## config.mk

```make
export PLATFORM = sky130hd
export DESIGN_NAME = usb_kbd_scheduler
export DESIGN_NICKNAME = d
export VERILOG_FILES = /design/src/rtl/usb_kbd_scheduler.sv
export SDC_FILE = /design/constraint.sdc
export NUM_CORES = 1
export LEC_CHECK = 0
export ABC_AREA = 0
export BUFFER_PORTS_ARGS = -buffer_cell sky130_fd_sc_hd__buf_2
export CORE_MARGIN = 3
export CORE_UTILIZATION = 54
export CTS_CLUSTER_DIAMETER = 30
export DETAILED_ROUTE_END_ITERATION = 10
export GPL_ROUTABILITY_DRIVEN = 0
export PLACE_DENSITY = 0.86
export REMOVE_ABC_BUFFERS = 1
export SLEW_MARGIN = 40
export SYNTH_ARGS = -nofsm -noshare
export SYNTH_HDL_FRONTEND = slang
export SYNTH_SLANG_ARGS = --single-unit
```

## constraint.sdc

```tcl
create_clock -name clk_i -period 4.1 [get_ports clk_i]
set_input_delay 0.615 -clock clk_i [delete_from_list [all_inputs] [get_ports clk_i]]
set_output_delay 0.615 -clock clk_i [all_outputs]
set_load 0.02 [all_outputs]
```

## src/rtl/usb_kbd_scheduler.sv

```systemverilog
// usb_kbd_scheduler
//   Keyboard event scheduler between the USB HID host and the 6502 bus.
//   Detects new key presses in HID reports, generates typematic auto-repeat
//   (initial delay, then fixed rate), and queues ASCII characters together
//   with their modifier byte in a small FIFO read through a register window.
//   The scancode->ASCII table is external: scan_o/mods_o go out and char_i
//   is sampled in the same cycle.
//
// Ports
//   clk_i, rst_i          clock, asynchronous active-high reset
//   report_i, typ_i       one-cycle "new report" strobe, device type (1 = keyboard)
//   key1_i, key2_i        scancode slots of the current report
//   mods_i                modifier byte of the current report
//   scan_o, mods_o        scancode/modifiers presented to the external lookup
//   char_i                ASCII from the lookup, 0 = unmapped
//   cs_i, R_W_n           register access strobe, 1 = read / 0 = write
//   reg_addr_i, data_i    register address, write data
//   data_o                combinational read data
//
// Registers
//   00 R  {6'd0, ovf, !empty}    reading clears ovf
//   01 R  head character         reading pops
//   02 R  head modifiers         no pop
//   03 RW {6'd0, flush, rep_en}  flush acts on the write itself and reads 0
module usb_kbd_scheduler #(
    parameter int DEPTH    = 8,
    parameter int CLK_DIV  = 27000,
    parameter int DELAY_MS = 500,
    parameter int RATE_MS  = 33
) (
    input  logic       clk_i,
    input  logic       rst_i,
    input  logic       report_i,
    input  logic [1:0] typ_i,
    input  logic [7:0] key1_i,
    input  logic [7:0] key2_i,
    input  logic [7:0] mods_i,
    output logic [7:0] scan_o,
    output logic [7:0] mods_o,
    input  logic [7:0] char_i,
    input  logic       cs_i,
    input  logic       R_W_n,
    input  logic [7:0] reg_addr_i,
    input  logic [7:0] data_i,
    output logic [7:0] data_o
);

    localparam int AW   = $clog2(DEPTH);
    localparam int PW   = (CLK_DIV > 1) ? $clog2(CLK_DIV) : 1;
    localparam int CMAX = (DELAY_MS > RATE_MS) ? DELAY_MS : RATE_MS;
    localparam int CW   = $clog2(CMAX + 1);

    typedef enum logic [1:0] {IDLE = 2'd0, DELAY = 2'd1, REPEAT = 2'd2} state_t;

    state_t         state, state_nx;
    logic [PW-1:0]  presc;
    logic           tick;
    logic [CW-1:0]  ctr;
    logic [7:0]     prev0, prev1, rep_key, rep_mods, press_key;
    logic           kbd, other, new1, new2, press, rel, expire;
    logic           push, push_ok, pop, flush, wr_ctrl, st_read, full, ovf_set;
    logic           ovf, rep_en;
    logic [7:0]     mem_char [DEPTH];
    logic [7:0]     mem_mods [DEPTH];
    logic [AW-1:0]  wp, rp;
    logic [AW:0]    count;
    logic           unused_bits;

    assign unused_bits = ^data_i[7:2];

    // Report decoding and press detection (slot 1 has priority over slot 2)
    assign kbd       = report_i && (typ_i == 2'd1);
    assign other     = report_i && (typ_i != 2'd1);
    assign new1      = (key1_i != 8'h00) && (key1_i != prev0) && (key1_i != prev1);
    assign new2      = (key2_i != 8'h00) && (key2_i != prev0) && (key2_i != prev1);
    assign press     = kbd && (new1 || new2);
    assign press_key = new1 ? key1_i : key2_i;
    assign rel       = kbd && !press && (rep_key != key1_i) && (rep_key != key2_i);

    // 1 ms prescaler, free-running from reset
    assign tick = (presc == PW'(CLK_DIV - 1));

    always_ff @(posedge clk_i or posedge rst_i) begin
        if (rst_i)     presc <= '0;
        else if (tick) presc <= '0;
        else           presc <= presc + 1'b1;
    end

    // FSM: state register
    always_ff @(posedge clk_i or posedge rst_i) begin
        if (rst_i) state <= IDLE;
        else       state <= state_nx;
    end

    // FSM: next state. Report-driven transitions outrank timer expiry, so an
    // expire coinciding with a press, release or foreign report is discarded.
    always_comb begin
        state_nx = state;
        expire   = 1'b0;
        if (other)                  state_nx = IDLE;
        else if (press)             state_nx = DELAY;
        else if (rel)               state_nx = IDLE;
        else if (state != IDLE) begin
            if (!rep_en)            state_nx = IDLE;
            else if (tick && ctr == CW'(1)) begin
                expire   = 1'b1;
                state_nx = REPEAT;
            end
        end
    end

    // FSM: outputs. A press drives the lookup with the new key in the same
    // cycle; otherwise the lookup always sees the held repeat key.
    always_comb begin
        scan_o = rep_key;
        mods_o = rep_mods;
        if (press) begin
            scan_o = press_key;
            mods_o = mods_i;
        end
        push = (press || expire) && (char_i != 8'h00) && !flush;
    end

    // Key history, repeat key and delay/rate counter
    always_ff @(posedge clk_i or posedge rst_i) begin
        if (rst_i) begin
            prev0    <= '0;
            prev1    <= '0;
            rep_key  <= '0;
            rep_mods <= '0;
            ctr      <= '0;
        end else begin
            if (other) begin
                prev0 <= '0;
                prev1 <= '0;
            end else if (kbd) begin
                prev0 <= key1_i;
                prev1 <= key2_i;
            end
            if (press) begin
                rep_key  <= press_key;
                rep_mods <= mods_i;
                ctr      <= CW'(DELAY_MS);
            end else if (expire) begin
                ctr <= CW'(RATE_MS);
            end else if (state != IDLE && tick) begin
                ctr <= ctr - 1'b1;
            end
        end
    end

    // Register access decode
    assign wr_ctrl = cs_i && !R_W_n && (reg_addr_i == 8'h03);
    assign flush   = wr_ctrl && data_i[1];
    assign st_read = cs_i && R_W_n && (reg_addr_i == 8'h00);
    assign pop     = cs_i && R_W_n && (reg_addr_i == 8'h01) && (count != '0) && !flush;
    assign full    = (count == (AW+1)'(DEPTH));
    assign push_ok = push && (!full || pop);
    assign ovf_set = push && full && !pop;

    // FIFO storage needs no reset: pointers and count define validity
    always_ff @(posedge clk_i) begin
        if (push_ok) begin
            mem_char[wp] <= char_i;
            mem_mods[wp] <= mods_o;
        end
    end

    always_ff @(posedge clk_i or posedge rst_i) begin
        if (rst_i) begin
            wp    <= '0;
            rp    <= '0;
            count <= '0;
        end else if (flush) begin
            wp    <= '0;
            rp    <= '0;
            count <= '0;
        end else begin
            if (push_ok) wp <= wp + 1'b1;
            if (pop)     rp <= rp + 1'b1;
            count <= count + (AW+1)'(push_ok) - (AW+1)'(pop);
        end
    end

    // Sticky overflow wins over a simultaneous status read
    always_ff @(posedge clk_i or posedge rst_i) begin
        if (rst_i) begin
            ovf    <= 1'b0;
            rep_en <= 1'b1;
        end else begin
            if (wr_ctrl)      rep_en <= data_i[0];
            if (ovf_set)      ovf <= 1'b1;
            else if (st_read) ovf <= 1'b0;
        end
    end

    always_comb begin
        data_o = '0;
        case (reg_addr_i)
            8'h00:   data_o = {6'd0, ovf, (count != '0)};
            8'h01:   if (count != '0) data_o = mem_char[rp];
            8'h02:   if (count != '0) data_o = mem_mods[rp];
            8'h03:   data_o = {7'd0, rep_en};
            default: data_o = '0;
        endcase
    end

endmodule
```

Yosys cells after proc, flatten, opt, wreduce, memory -nomap -nowiden --
Memory sizes are Yosys's and may differ from the RTL's. Index checks and enable logic that the tools add are counted.
Storage, ports and cells: bits in latches 0, output and inout port bits 24, bits in writable memories 128, word-level logic and storage cells 116, input port bits 55, memories 2, flip-flop bits (word level) 70, ROM bits 0
Operators by class: div/mod/pow operators 0, equality and inequality tests 15, bitwise logic cells 0, order comparisons 0, multipliers 0, shift-type cells 0, multiplexer cells 35, reductions and logical operators 46, $add $sub $neg 6
Memories:
- mem_char | words 8, width 8, rd ports 1, clocked after Yosys merged registers in 0, wr ports 1, line 63 | logic [7:0] mem_char [DEPTH];
- mem_mods | words 8, width 8, rd ports 1, clocked after Yosys merged registers in 0, wr ports 1, line 64 | logic [7:0] mem_mods [DEPTH];
Operators with widths (count):
- two-way mux 8 bit | 9
- != test 8 bit | 6
- one-hot mux 8 bit (4 select lines) | 1
- two-way mux 9 bit | 3
- logical AND 1 bit | 25
- nonzero test 8 bit | 3
- equality test 8 x 2 -> 1 bit (second input constant) | 2
- adder 15 x 1 -> 15 bit (second input constant) | 1
- equality test 15 bit (second input constant) | 1
- two-way mux 15 bit | 1
- two-way mux 2 bit | 6
- two-way mux 3 bit | 4
- two-way mux 1 bit | 10
- nonzero test 2 bit | 5
- equality test 9 x 1 -> 1 bit (second input constant) | 1
- subtractor 9 x 1 -> 9 bit (second input constant) | 1
- equality test 8 x 1 -> 1 bit (second input constant) | 1
- zero test 8 bit | 1
- nonzero test 4 bit | 2
- adder 3 x 1 -> 3 bit (second input constant) | 2
- zero test 1 bit | 5
- != test 5 x 4 -> 1 bit (second input constant) | 1
- adder 4 x 1 -> 4 bit | 1
- equality test 4 bit (second input constant) | 1
- other kinds (7) | 9

Logic depth before layout (Yosys ltp) --
depth after elaboration 19, gate-level depth with buffers 13, gate-level depth less buffers 13

Least setup slack after synthesis --
Ideal clock, no wire load.
path type reg2reg, start point register presc[3], end point memory mem_char[0][0] (enable), arrival time 3.798 ns, path buffers 0, period minus slack after synthesis 4.228 ns, library setup time 0.430 ns, cell stages (with the launch flop) 7, path slack -0.128 ns, data required time 3.670 ns, cells stage by stage dfrtp_1 or4b_1 or4_4 o41ai_4 and3_4 o211ai_4 nor4_1
On the way: cells in the longest elaborated chain, start to end 14
Ends and longest elaborated chain:
- start: declaration | line 56 | logic [PW-1:0] presc;
- start signal: assignment | line 86 | else presc <= presc + 1'b1;
- equality test 15 bit | line 81 | assign tick = (presc == PW'(CLK_DIV - 1));
- logical AND 1 bit | line 105 | else if (tick && ctr == CW'(1)) begin
- two-way mux 1 bit | line 105
- two-way mux 1 bit | line 104 | if (!rep_en) state_nx = IDLE;
- two-way mux 1 bit | line 103 | else if (state != IDLE) begin
- two-way mux 1 bit | line 102 | else if (rel) state_nx = IDLE;
- two-way mux 1 bit | line 101 | else if (press) state_nx = DELAY;
- two-way mux 1 bit | line 100 | if (other) state_nx = IDLE;
- logical OR 1 bit | line 121 | push = (press || expire) && (char_i != 8'h00) && !flush;
- logical AND 1 bit (2 in a row) | line 121
- logical AND 1 bit | line 158 | assign push_ok = push && (!full || pop);
- two-way mux 1 bit | line 163 | if (push_ok) begin
- two-way mux 1 bit (not written as such) | line 164 | mem_char[wp] <= char_i;
- end: declaration | line 63
Every way passes these cells.

Worst setup path in the final report --
start point register prev0[7], end point output mods_o[5]
On the way: cells in the longest elaborated chain, start to end 6, elaborated cells on any way between the ends 9, classes of those cells eq/ne: 2; mux: 1; reduce/logical: 6
Ends and longest elaborated chain:
- start: declaration | line 59 | logic [7:0] prev0, prev1, rep_key, rep_mods, press_key;
- start signal: assignment | line 137 | prev0 <= key1_i;
- != test 8 bit (on tied branches) | line 74, 75
- logical AND 1 bit (on tied branches) (2 in a row) | line 74, 75
- logical OR 1 bit * | line 76 | assign press = kbd && (new1 || new2);
- logical AND 1 bit * | line 76
- two-way mux 8 bit * | line 117 | if (press) begin
- end: declaration | line 39 | output logic [7:0] mods_o,
Every way passes the cells marked *; elsewhere a longest branch is shown, timed or not.

==> results.toml <==
[yosys]
synth_simple_gate_area_share = 0.08829
synth_top_cell_area_share = 0.4258
synth_cell_types = 58
ys_top_cells_by_area = "edfxtp_1, dfrtp_1, mux4_2, xnor2_1, mux2i_1"
synth_top_cell_by_area = "edfxtp_1"
yosysMostFrequentCell = "edfxtp_1"
avgSynthCellArea_um2 = 14.54
yosys.area_share.adder = 0.01746
ys_ff_latch = 198
ys_warn_count = 0
synth-xor-area-share = 0.06500
synthFlopType = "edfxtp_1"
async_reset_ff_frac = 0.3535
synth_top_family_by_area = "multiplexers"
synth-edff-count = 128
syn_inst = 621
yosysSeqAreaShare = 0.6200
synth-compound-area-share = 0.06930
synth_area_um2 = 9027
muxShareOfSynthArea = 0.1200
synth_common_cells = "edfxtp_1, dfrtp_1, xnor2_1"

[floorplanning]
ios = 79
die_area_um2 = 18300
num_rows = 46
dieWidth_um = 135.3
start_util = 0.5602
coreArea_um2 = 16120
fp.dieH_um = 135.3

[placed_design]
port_buffers = 72
pre_cts_ws_ns = 0.3802
hpwl_mm = 13.39

[global_route]
antenna_found_initial = 0
grt_pass1_vias = 6045
grt_overflow = 0
grt_max_degree = 37
grtUsageTotal = 0.2354
grt_pass1_wl_mm = 32.67

[clock_network]
cts_tree = "built"
cts.clk_slew.worst_paths_ns = 0.07
post_cts_buffers = 0
cts_htree_levels = 4
cts_root_buffer = "clkbuf_16"
clock_latency_ns = 0.44
cts_buffers = 17
cts.repair.resized = 0
hold_buffers = 0
clock_path_buffers = 2
numClockSinks = 198

[critical_path]
worst-endpoint-required_ns = 3.48
cp-start-kind = "flop"
endpoint_kind = "output port"
reg2reg_slack_ns = 0.61
worstReg2RegEnd = "count[1]$_DFF_PP0_"
worstReg2RegStart = "presc[3]$_DFF_PP0_"
cp.arrival_ns = 2.95
worstSetupPathType = "reg2out"
worstRegToRegCells = 9
cp_max_fo = 10

[route]
vias_per_cell = 6.318
drtIter0Drc = 619
firstDrtPassIters = 5
drtAntennaViolNets = 0
wl_per_cell_um = 22.08
drc = 0
vias = 5863
wirelength_mm = 20.49

[power]
p_leak_nw = 3.762
ir_drop_mv = 0.3504
finalPower_mw = 4.727
powerDensity_nw_per_um2 = 457.0

[sta]
rsz0062_at_grt = "false"
hold_viol_final = 0
skew_ns = 0.01513
relSlewSlack = 0.5429
tightest_slew_ns = 0.6856
finalCritPeriodShare = 0.8694
setup_violations = 0
drv_slew = 0
fin_crit_ns = 3.565
fin_ws_ns = 0.5354
fmax_mhz = 280.5

[hold_path]
hold_path_class = "in2async"

[cells_and_area]
nFillCells = 1100
areaGrowthSynthToFinish_pct = 14.59
drive_above_1_share = 0.2612
nNetsFinal = 766
antenna_cells = 0
final_util = 0.6419

[run]
maxCapViolations = 0

[outcome]
status = "completed"
## layout by cell type (no fill, tap or decap), types with 3 or more instances in the layout
cell       instances
nor2_1            37
buf_4             19
nand4b_1           4
nor4_2             3
buf_2             72
edfxtp_1         128
clkbuf_16         17
nor3_1             6
a22o_1            18
nand3_1            8
ha_1              11
a22oi_1            5
a21oi_1            5
xor2_1            11
mux4_2            32
dfrtp_1           68
o22a_1             8
xnor2_1           56
o21ai_0           20
nand4_1           21
nor4_1             8
inv_6              4
a21o_1             3
and2_1             8
mux2i_1           25
mux2_2            10
nand2_1           28
nor2b_1            3
inv_8              5
and3_1             4
nor3_2             4
inv_1             14
## layer usage
metal | vias to the layer above | wire length [um] | track usage
met5 | - | 0 | 0
met4 | 0 | 726 | 0.1187
met3 | 64 | 1461 | 0.04383
met2 | 314 | 10290 | 0.3786
met1 | 2964 | 8019 | 0.3102
li1 | 2521 | - | -
## cells by family after synthesis
kind of cell    count (synthesis)
compound gates                 81
xor+xnor                       67
fa+ha+maj                      12
buf+inv                        48
flops                         198
mux                            67
simple gates                  148
## metrics by stage
| step | instance area [um^2] | hold slack (ns) | setup TNS, ns | instances |
|---|---|---|---|---|
| final | 10340 | 0.2267 | 0 | 928 |
| after global routing | 10340 | 0.2762 | 0 | 928 |
| after CTS | 10340 | 0.3262 | 0 | 928 |
| after detailed placement | 9746 | 0.4894 | 0 | 896 |
| after global placement | 9746 | 0.4854 | 0 | 896 |
| after floorplan | 8904 | 0.4628 | -4.103 | 588 |
## where the power goes
group          total [mW]  leakage, nW  internal (mW)  switching, mW
sequential           2.40         2.03           2.29          0.112
combinational       0.660         1.45          0.275          0.385
clock                1.67        0.288          0.874          0.792
total                4.73         3.76           3.44           1.29
## state kept, by name (all words and copies together), names as in the netlist
name and count:
mem_char 64, mem_mods 64, presc 15, ctr 9, prev0 8, prev1 8
rep_key 8, rep_mods 8, count 4, rp 3, wp 3, state 2
ovf 1, rep_en 1
## worst max path at each step
stage / start / end / slack [ns] / cells after the start
6_report: prev0[7]$_DFFE_PP0P_ / mods_o[5] / 0.54 / 8
5_1_grt: prev0[7]$_DFFE_PP0P_ / mods_o[6] / 0.38 / 8
4_1_cts: prev0[2]$_DFFE_PP0P_ / mods_o[5] / 0.59 / 8
3_5_place_dp: reg_addr_i[3] / count[2]$_DFF_PP0_ / 0.38 / 11
3_3_place_gp: reg_addr_i[3] / count[2]$_DFF_PP0_ / 0.53 / 11
2_1_floorplan: presc[3]$_DFF_PP0_ / mem_char[0][0]$_DFFE_PP_ / -0.13 / 6
## cell type report
cell class                      instances  area [um^2]  area share
Sequential cell                       198         5598      0.5411
Multi-Input combinational cell        375         3298      0.3188
Timing Repair Buffer                   92        523.0     0.05056
Clock buffer                           17        425.4     0.04112
Tap cell                              216        270.3     0.02612
Clock inverter                         15        172.7     0.01669
Inverter                               15        57.56    0.005564
## worst max-delay path, cell delays in order (launching register included)
cell and delay (ns):
dfrtp_1 0.43, xnor2_1 0.20, nand4_1 0.15, o21ai_0 0.43
o22ai_2 0.29, nand2_1 0.18, buf_4 0.22, mux2_2 0.44
buf_2 0.19
Power figures use the tool's default switching activity.
